### config.mk
export PLATFORM = sky130hd
export DESIGN_NAME = vscale_md_issue
export DESIGN_NICKNAME = d
export VERILOG_FILES = /design/src/rtl/vscale_md_pkg.sv /design/src/rtl/vscale_md_decode.sv /design/src/rtl/vscale_md_issue.sv
export SDC_FILE = /design/constraint.sdc
export NUM_CORES = 1
export LEC_CHECK = 0
export ABC_AREA = 0
export CORE_MARGIN = 2
export CORE_UTILIZATION = 35
export DETAILED_ROUTE_END_ITERATION = 6
export GPL_TIMING_DRIVEN = 0
export PLACE_DENSITY = 0.77
export SETUP_SLACK_MARGIN = 0.15
export SYNTH_ARGS = -nofsm -noshare
export SYNTH_HDL_FRONTEND = slang
export SYNTH_SLANG_ARGS = --single-unit
### constraint.sdc
create_clock -name clk -period 1.8 [get_ports clk]
set_clock_uncertainty 0.05 [all_clocks]
set_input_delay 0.54 -clock clk [delete_from_list [all_inputs] [get_ports clk]]
set_output_delay 0.54 -clock clk [all_outputs]
set_load 0.02 [all_outputs]
### src/rtl/vscale_md_pkg.sv
// Shared encodings for the multiply/divide issue path: MD request fields,
// RV32M funct3 values and the issue controller state.
package vscale_md_pkg;

    localparam int MD_OP_WIDTH      = 2;
    localparam int MD_OUT_SEL_WIDTH = 2;

    localparam logic [MD_OP_WIDTH-1:0] MD_OP_MUL = 2'd0;
    localparam logic [MD_OP_WIDTH-1:0] MD_OP_DIV = 2'd1;
    localparam logic [MD_OP_WIDTH-1:0] MD_OP_REM = 2'd2;

    localparam logic [MD_OUT_SEL_WIDTH-1:0] MD_OUT_LO  = 2'd0;
    localparam logic [MD_OUT_SEL_WIDTH-1:0] MD_OUT_HI  = 2'd1;
    localparam logic [MD_OUT_SEL_WIDTH-1:0] MD_OUT_REM = 2'd2;

    localparam logic [2:0] RV32_FUNCT3_MUL    = 3'd0;
    localparam logic [2:0] RV32_FUNCT3_MULH   = 3'd1;
    localparam logic [2:0] RV32_FUNCT3_MULHSU = 3'd2;
    localparam logic [2:0] RV32_FUNCT3_MULHU  = 3'd3;
    localparam logic [2:0] RV32_FUNCT3_DIV    = 3'd4;
    localparam logic [2:0] RV32_FUNCT3_DIVU   = 3'd5;
    localparam logic [2:0] RV32_FUNCT3_REM    = 3'd6;
    localparam logic [2:0] RV32_FUNCT3_REMU   = 3'd7;

    typedef enum logic [2:0] {
        MD_IDLE  = 3'd0,
        MD_ISSUE = 3'd1,
        MD_WAIT  = 3'd2,
        MD_WB    = 3'd3,
        MD_DRAIN = 3'd4
    } md_state_e;

endpackage

### src/rtl/vscale_md_decode.sv
// Combinational RV32M funct3 decoder: MD op, result select and operand signedness.
module vscale_md_decode
    import vscale_md_pkg::*;
(
    input  logic [2:0]                  funct3_i,
    output logic [MD_OP_WIDTH-1:0]      op_o,
    output logic [MD_OUT_SEL_WIDTH-1:0] out_sel_o,
    output logic                        in_1_signed_o,
    output logic                        in_2_signed_o
);

    always_comb begin
        op_o          = MD_OP_MUL;
        out_sel_o     = MD_OUT_LO;
        in_1_signed_o = 1'b0;
        in_2_signed_o = 1'b0;
        case (funct3_i)
            RV32_FUNCT3_MUL: begin
                op_o      = MD_OP_MUL;
                out_sel_o = MD_OUT_LO;
            end
            RV32_FUNCT3_MULH: begin
                op_o          = MD_OP_MUL;
                out_sel_o     = MD_OUT_HI;
                in_1_signed_o = 1'b1;
                in_2_signed_o = 1'b1;
            end
            RV32_FUNCT3_MULHSU: begin
                op_o          = MD_OP_MUL;
                out_sel_o     = MD_OUT_HI;
                in_1_signed_o = 1'b1;
            end
            RV32_FUNCT3_MULHU: begin
                op_o      = MD_OP_MUL;
                out_sel_o = MD_OUT_HI;
            end
            RV32_FUNCT3_DIV: begin
                op_o          = MD_OP_DIV;
                out_sel_o     = MD_OUT_LO;
                in_1_signed_o = 1'b1;
                in_2_signed_o = 1'b1;
            end
            RV32_FUNCT3_DIVU: begin
                op_o      = MD_OP_DIV;
                out_sel_o = MD_OUT_LO;
            end
            RV32_FUNCT3_REM: begin
                op_o          = MD_OP_REM;
                out_sel_o     = MD_OUT_REM;
                in_1_signed_o = 1'b1;
                in_2_signed_o = 1'b1;
            end
            default: begin
                op_o      = MD_OP_REM;
                out_sel_o = MD_OUT_REM;
            end
        endcase
    end

endmodule

### src/rtl/vscale_md_issue.sv
// Issue/retire controller between execute and the multi-cycle MD unit.
// Request handshake: a transfer occurs on a rising edge where md_req_valid && md_req_ready; fields are held while valid is up.
module vscale_md_issue
    import vscale_md_pkg::*;
#(
    parameter int XPR_LEN = 32
) (
    input  logic                        clk,
    input  logic                        reset,
    input  logic                        dx_valid,
    input  logic [2:0]                  dx_funct3,
    input  logic [XPR_LEN-1:0]          dx_rs1_data,
    input  logic [XPR_LEN-1:0]          dx_rs2_data,
    input  logic [4:0]                  dx_rd,
    input  logic                        kill,
    output logic                        stall_out,
    output logic                        md_req_valid,
    input  logic                        md_req_ready,
    output logic                        md_req_in_1_signed,
    output logic                        md_req_in_2_signed,
    output logic [MD_OP_WIDTH-1:0]      md_req_op,
    output logic [MD_OUT_SEL_WIDTH-1:0] md_req_out_sel,
    output logic [XPR_LEN-1:0]          md_req_in_1,
    output logic [XPR_LEN-1:0]          md_req_in_2,
    input  logic                        md_resp_valid,
    input  logic [XPR_LEN-1:0]          md_resp_result,
    output logic                        wb_valid,
    output logic [4:0]                  wb_rd,
    output logic [XPR_LEN-1:0]          wb_data,
    input  logic                        wb_ready,
    output md_state_e                   dbg_state
);

    md_state_e                   state_q, state_d;
    logic [MD_OP_WIDTH-1:0]      op_q, dec_op;
    logic [MD_OUT_SEL_WIDTH-1:0] sel_q, dec_sel;
    logic                        s1_q, s2_q, dec_s1, dec_s2;
    logic [XPR_LEN-1:0]          in_1_q, in_2_q, wb_data_q;
    logic [4:0]                  rd_q;
    logic                        latch, capture;

    vscale_md_decode u_decode (
        .funct3_i      (dx_funct3),
        .op_o          (dec_op),
        .out_sel_o     (dec_sel),
        .in_1_signed_o (dec_s1),
        .in_2_signed_o (dec_s2)
    );

    always_comb begin
        state_d      = state_q;
        latch        = 1'b0;
        capture      = 1'b0;
        stall_out    = 1'b0;
        md_req_valid = 1'b0;
        wb_valid     = 1'b0;
        case (state_q)
            MD_IDLE: begin
                stall_out = dx_valid && !kill;
                if (dx_valid && !kill) begin
                    latch   = 1'b1;
                    state_d = MD_ISSUE;
                end
            end
            MD_ISSUE: begin
                stall_out    = 1'b1;
                md_req_valid = 1'b1;
                // A kill that coincides with the transfer leaves the MD unit busy, so it must be drained.
                if (kill) state_d = md_req_ready ? MD_DRAIN : MD_IDLE;
                else if (md_req_ready) state_d = MD_WAIT;
            end
            MD_WAIT: begin
                stall_out = 1'b1;
                if (kill) begin
                    state_d = md_resp_valid ? MD_IDLE : MD_DRAIN;
                end else if (md_resp_valid) begin
                    capture = 1'b1;
                    state_d = MD_WB;
                end
            end
            MD_DRAIN: begin
                stall_out = 1'b1;
                if (md_resp_valid) state_d = MD_IDLE;
            end
            MD_WB: begin
                wb_valid  = 1'b1;
                stall_out = !wb_ready;
                if (kill || wb_ready) state_d = MD_IDLE;
            end
            default: state_d = MD_IDLE;
        endcase
    end

    always_ff @(posedge clk) begin
        if (reset) begin
            state_q   <= MD_IDLE;
            op_q      <= '0;
            sel_q     <= '0;
            s1_q      <= 1'b0;
            s2_q      <= 1'b0;
            in_1_q    <= '0;
            in_2_q    <= '0;
            rd_q      <= '0;
            wb_data_q <= '0;
        end else begin
            state_q <= state_d;
            if (latch) begin
                op_q   <= dec_op;
                sel_q  <= dec_sel;
                s1_q   <= dec_s1;
                s2_q   <= dec_s2;
                in_1_q <= dx_rs1_data;
                in_2_q <= dx_rs2_data;
                rd_q   <= dx_rd;
            end
            if (capture) wb_data_q <= md_resp_result;
        end
    end

    assign md_req_op          = op_q;
    assign md_req_out_sel     = sel_q;
    assign md_req_in_1_signed = s1_q;
    assign md_req_in_2_signed = s2_q;
    assign md_req_in_1        = in_1_q;
    assign md_req_in_2        = in_2_q;
    assign wb_rd              = rd_q;
    assign wb_data            = wb_data_q;
    assign dbg_state          = state_q;

endmodule

==> results of run 1 <==
==> where the power goes <==
part	leakage [nW]	switching, mW	internal (mW)
clock	0.133	0.826	1.01
combinational	2.09	0.973	0.845
sequential	0.895	0.0982	2.62
total	3.12	1.90	4.47
==> routing by layer <==
metal	part of all wire (%)	vias up
met5	0	-
met3	6.2	18
li1	-	2134
met1	41	2018
met2	51	155
met4	1.8	0
==> registers in the layout (all words and copies together), names as in the netlist <==
signal,count
md_req_op,2
md_req_in_2_signed,1
md_req_out_sel,2
wb_rd,5
dbg_state,3
md_req_in_2,32
md_req_in_1,32
md_req_in_1_signed,1
wb_data,32
==> kinds of logic (layout without fill, tap and decap cells) <==
logic type / count (synthesis) / after routing
DFF: 110 / 110
and+or+nand+nor: 234 / 234
muxes: 2 / 2
xor gates and xnor gates: 2 / 2
AOI/OAI and AO/OA: 116 / 116
buffers and inverters: 40 / 294
other: 0 / 1
==> layout by cell type (no fill, tap or decap), drive strengths merged <==
cell	count
a2111oi	2
a211oi	2
a21boi	1
a21oi	110
and2	1
and2b	1
and3	3
and3b	1
buf	36
clkbuf	39
clkdlybuf4s15	13
clkdlybuf4s50	105
clkinv	1
dfxtp	110
diode	1
dlygate4sd2	97
dlymetal6s2s	1
inv	2
mux2	1
mux2i	1
nand2	208
nand3	3
nand3b	2
nor2	8
nor3	1
nor4	1
o21ai	1
or3	2
or3b	1
or4	1
or4b	1
xnor2	1
xor2	1
==> cell type report <==
class / instances / area, um^2
sequential: 110 / 2210
tap: 140 / 175
fill: 914 / 3850
multi-input combinational: 354 / 1860
clock inverter: 1 / 5.00
timing repair buffer: 240 / 2290
inverter: 2 / 7.51
buffer: 37 / 314
clock buffer: 14 / 264
antenna: 1 / 2.50
==> repair_timing <==
action,in CTS,in global routing
setup buffers,12,2
setup endpoints to repair,223,111
pin swaps,7,18
resized for setup,176,130
gates cloned,0,3
==> final timing paths <==
kind	start	end	cells after the start
max reg2reg	dbg_state[0]$_SDFFE_PP0P_	dbg_state[0]$_SDFFE_PP0P_	6
min	md_req_op[0]$_SDFFE_PP0P_	md_req_op[0]$_SDFFE_PP0P_	2
max	dbg_state[0]$_SDFFE_PP0P_	stall_out	5
min reg2reg	md_req_op[0]$_SDFFE_PP0P_	md_req_op[0]$_SDFFE_PP0P_	2
==> critical path: stages (launching register included) <==
cell and delay (ps):
dfxtp_4 380, buf_6 140, nor2_4 40, xor2_2 180
o21ai_4 120, buf_6 130
==> stage by stage <==
| stage | setup slack (ps) | power [mW] | hold WS (ps) | TNS [ps] | utilization, % |
|---|---|---|---|---|---|
| after floorplan | 18.8 | 3.61 | 478 | 0 | - |
| final | -122 | 6.37 | 400 | -217 | 64.9 |
| after global placement | -1390 | 4.42 | 389 | -59960 | 58.4 |
| after global routing | -194 | 6.67 | 417 | -378 | 64.9 |
| after detailed placement | -1420 | 4.45 | 394 | -63950 | 58.4 |
| after CTS | -120 | 6.32 | 401 | -232 | 61.3 |
==> results.yml, run 1 <==
status:
  status: "finished with violations"
  violations: "setup timing"
global_routing:
  grtUsageTotal_pct: 20.8
  grt_pass1_vias: 4284
  grt_use_met3_pct: 5.38
  grt_util_met2_pct: 37.2
  grt_remaining_overflow: 0
  top_usage_layer: "met2"
  grt_max_degree: 19
  grt_pass1_wl_um: 21000
  antenna_found_initial: 1
  use_met1_pct: 24.0
cells_and_area:
  drive_above_1_share_pct: 17.3
  area_growth_syn_to_layout_pct: 79.3
  nets: 865
  instances_no_fill: 899
  finalInstanceArea_mm2: 0.00713
timing:
  tightestPinTransition_ps: 538
  clock.fmax_ghz: 0.520
  setup_slack_ps: -122
  rsz0062_at_grt: "true"
  post-route-period-util_pct: 107
  period_needed_ps: 1920
  finalMaxSlewViolations: 0
  slew_headroom_pct: 64.0
  setup_viol: 3
  hold_violations: 0
cts:
  cts_sinks: 110
  clk_pin_slew_ps: 70
  clock_latency_ps: 340
  numCtsBuffers: 9
  holdBufCountCts: 0
  clockRootBuffer: "clkbuf_16"
  cts_max_path_buffers: 2
  cts_tree: "yes"
  htreeDepth: 3
yosys:
  ys_ff_latch: 110
  postSynthCellCount: 504
  yosys-top-cells-count: "nand2_1, dfxtp_1, a21oi_1, clkbuf_1, buf_2"
  ys_types: 32
  synth_compound_area_share_pct: 15.4
  synth_most_common_cell: "nand2_1"
  synth_xor_area_share_pct: 0.441
  yosys.area.top_type: "dfxtp_1"
  synth.top_cell.area_share_pct: 55.4
  synth_top_family_by_area: "simple AND/OR/NAND/NOR gates"
  synth-simple-area-share_pct: 23.6
  syn_area_per_cell_um2: 7.89
  seq_area_frac_synth_pct: 55.4
  synthTopCellsByArea: "dfxtp_1, nand2_1, a21oi_1"
  synth_area_mm2: 0.00398
  async_reset_ff_share_pct: 0
  synth_edf_count: 0
  synthAdderAreaFrac_pct: 0
  synthFlopType: "dfxtp_1"
  synthesis.nets: 615
  synth.area.mux_share_pct: 0.629
  ys_warn_count: 0
job:
  maxCapViolations: 0
floorplan:
  die_w_um: 111
  initial_core_util_pct: 36.2
  io_pins: 224
  die_h_um: 111
  die_area_mm2: 0.0122
  rows: 38
  core_area_mm2: 0.0110
placed_design:
  gp_congestion: 0.857
  dp_cells: 867
  place_hpwl_um: 9670
  place_area_mm2: 0.00641
  numPortBuffers: 223
worst_setup_path:
  crit_path_end_kind: "output port"
  path_class: "flip-flop to output port"
  rrSetupSlack_ps: 30
  worst_ep_required_time_ps: 1210
  critPathLaunchType: "flip-flop"
  critPathMaxFanout: 7
  crit_arrival_ps: 1330
pwr:
  peakVddDrop_v: 0.000627
  power_leakage_nw: 3.12
  power_density_mw_per_mm2: 894
detailed_routing:
  drt_iter0_markers: 206
  routed_wl_um: 13500
  dr.pass1.iters: 4
  wl_per_cell_um: 15.1
  route.antenna.remaining_nets: 0
  viasPerCell: 4.81
  route.vias.total: 4325
  route.detailed.drc: 0
hold_path:
  min_path_type: "flip-flop to flip-flop"
No activity file was read; power rests on OpenSTA's default activity.
==> run 2, diff against run 1 <==
- CTS_BUF_LIST: not set -> sky130_fd_sc_hd__clkbuf_16
==> run 2 against run 1 <==
The flow still finishes with violations (setup timing). Clock-buffer cell count down 5. Setup slack worse by 1.2 ps. Sequential power about the same. Die area unchanged. Critical path depth unchanged. Maximum frequency about the same. Global-route usage unchanged. First-iteration DRC count down 10%. Utilization down 0.17 points. Critical path type unchanged. Highest routed layer unchanged.
==> results.yml, run 2 (same netlist as run 1, synthesis figures left out) <==
cts:
  numCtsBuffers: 9
  cts_max_path_buffers: 2
  clk_pin_slew_ps: 70
  clockRootBuffer: "clkbuf_16"
  htreeDepth: 3
  cts_sinks: 110
  clock_latency_ps: 340
  holdBufCountCts: 0
  cts_tree: "yes"
job:
  maxCapViolations: 0
placed_design:
  dp_cells: 867
  gp_congestion: 0.857
  numPortBuffers: 223
  place_hpwl_um: 9670
  place_area_mm2: 0.00641
timing:
  clock.fmax_ghz: 0.520
  slew_headroom_pct: 64.1
  setup_slack_ps: -124
  hold_violations: 0
  finalMaxSlewViolations: 0
  fin_setup_tns_ps: -222
  tightestPinTransition_ps: 537
  period_needed_ps: 1920
  rsz0062_at_grt: "true"
  post-route-period-util_pct: 107
  setup_viol: 3
pwr:
  seqPwrFrac_pct: 43.4
  power_density_mw_per_mm2: 882
  p_comb_share_pct: 29.0
  peakVddDrop_v: 0.000628
  internal-power_mw: 4.37
  p_sw_mw: 1.90
  p_clk_share_pct: 27.7
  switching_share_pct: 30.3
  power_leakage_nw: 3.11
cells_and_area:
  final_util_pct: 64.7
  nets: 865
  fillers: 922
  area_growth_syn_to_layout_pct: 78.8
  instances_no_fill: 899
  finalInstanceArea_mm2: 0.00711
  drive_above_1_share_pct: 17.3
  final_cell_mix: "nand2_1, dfxtp_1, clkdlybuf4s50_1"
  final_common_cell: "nand2_1"
worst_setup_path:
  crit_chain: "buf_6 -> buf_4 -> xor2_2 -> o21ai_4 -> buf_6"
  critPathLaunchType: "flip-flop"
  critPathSlowestCell: "dfxtp_2"
  rrSetupSlack_ps: 30
  worst_ep_required_time_ps: 1210
  max_stage_delay_ps: 330
  crit_arrival_ps: 1330
  crit_path_end_kind: "output port"
  critPathMaxFanout: 3
  reg2reg_to: "dbg_state[0]$_SDFFE_PP0P_"
  r2r_start: "dbg_state[2]$_SDFFE_PP0P_"
  cpLargestDelayFamily: "buffers and inverters"
  r2r_cells: 6
  path_buf_inv: 3
  path_class: "flip-flop to output port"
  crit_path_frequent_cell: "buf_6"
detailed_routing:
  routed_wl_um: 13600
  viasPerCell: 4.77
  route.antenna.remaining_nets: 0
  route.vias.total: 4291
  wl_per_cell_um: 15.1
  dr.pass1.iters: 4
  drt_iter0_markers: 185
  route.detailed.drc: 0
hold_path:
  min_path_type: "flip-flop to flip-flop"
  worstHoldStart: "md_req_op[0]$_SDFFE_PP0P_"
  min_path_cells: 2
  hold_path_end: "md_req_op[0]$_SDFFE_PP0P_"
global_routing:
  grt_pass1_vias: 4279
  grtUsageTotal_pct: 20.8
  grt_pass1_wl_um: 21000
  grt_max_degree: 19
  grt_remaining_overflow: 0
  antenna_found_initial: 1
floorplan:
  io_pins: 224
  die_w_um: 111
  rows: 38
  initial_core_util_pct: 36.2
  die_area_mm2: 0.0122
  core_area_mm2: 0.0110
  die_h_um: 111
status:
  status: "finished with violations"
  violations: "setup timing"
## run 2: power by group through the flow
stage / registers [mW] / clock network, mW / logic, mW
after global routing: 2.74 / 1.87 / 1.95
after floorplan: 2.98 / 0 / 0.629
after detailed placement: 2.77 / 0 / 1.68
after CTS: 2.72 / 1.77 / 1.72
after global placement: 2.76 / 0 / 1.66
final: 2.72 / 1.73 / 1.82
## run 2: final cells by class
| cell class | count | area [um^2] | area share [%] |
|---|---|---|---|
| Antenna cell | 1 | 2.50 | 0.0352 |
| Buffer | 37 | 310 | 4.36 |
| Clock buffer | 9 | 225 | 3.17 |
| Clock inverter | 6 | 23.8 | 0.334 |
| Inverter | 2 | 7.51 | 0.106 |
| Multi-Input combinational cell | 354 | 1860 | 26.2 |
| Sequential cell | 110 | 2210 | 31.1 |
| Tap cell | 140 | 175 | 2.46 |
| Timing Repair Buffer | 240 | 2290 | 32.3 |
## run 2: how the worst max path moves through the flow
stage / start / endpoint / cells past startpoint
detailed placement: kill / stall_out / 7
floorplan: kill / stall_out / 5
finish: dbg_state[2]$_SDFFE_PP0P_ / stall_out / 5
CTS: dbg_state[0]$_SDFFE_PP0P_ / stall_out / 5
global route: dbg_state[1]$_SDFFE_PP0P_ / stall_out / 6
global placement: kill / stall_out / 7
## run 2: metal layers
metal	wire, um	GRT usage, %
met5	0	0
met1	5520	24.1
met4	240	6.92
met3	841	5.38
met2	6960	37.1
## run 2: per-stage QoR
stage	power [mW]	setup slack (ps)	hold slack, ps
detailed placement	4.45	-1420	394
finish	6.27	-124	400
CTS	6.21	-120	401
global route	6.57	-194	417
global placement	4.42	-1390	389
floorplan	3.61	18.8	478
## run 2: worst min-delay path: cells and delay by family (launching register included)
| kind | cells | cell delay [ps] |
|---|---|---|
| and+or+nand+nor | 1 | 50 |
| AOI/OAI and AO/OA | 1 | 50 |
| DFF | 1 | 300 |
## run 2: timing repair
item / 4_1_cts / 5_1_grt
resized for setup: 176 / 132
pin swaps: 7 / 17
cloned: 0 / 3
hold endpoints to repair: 0 / 0
endpoints found under the setup margin: 223 / 111
setup buffers: 12 / 2
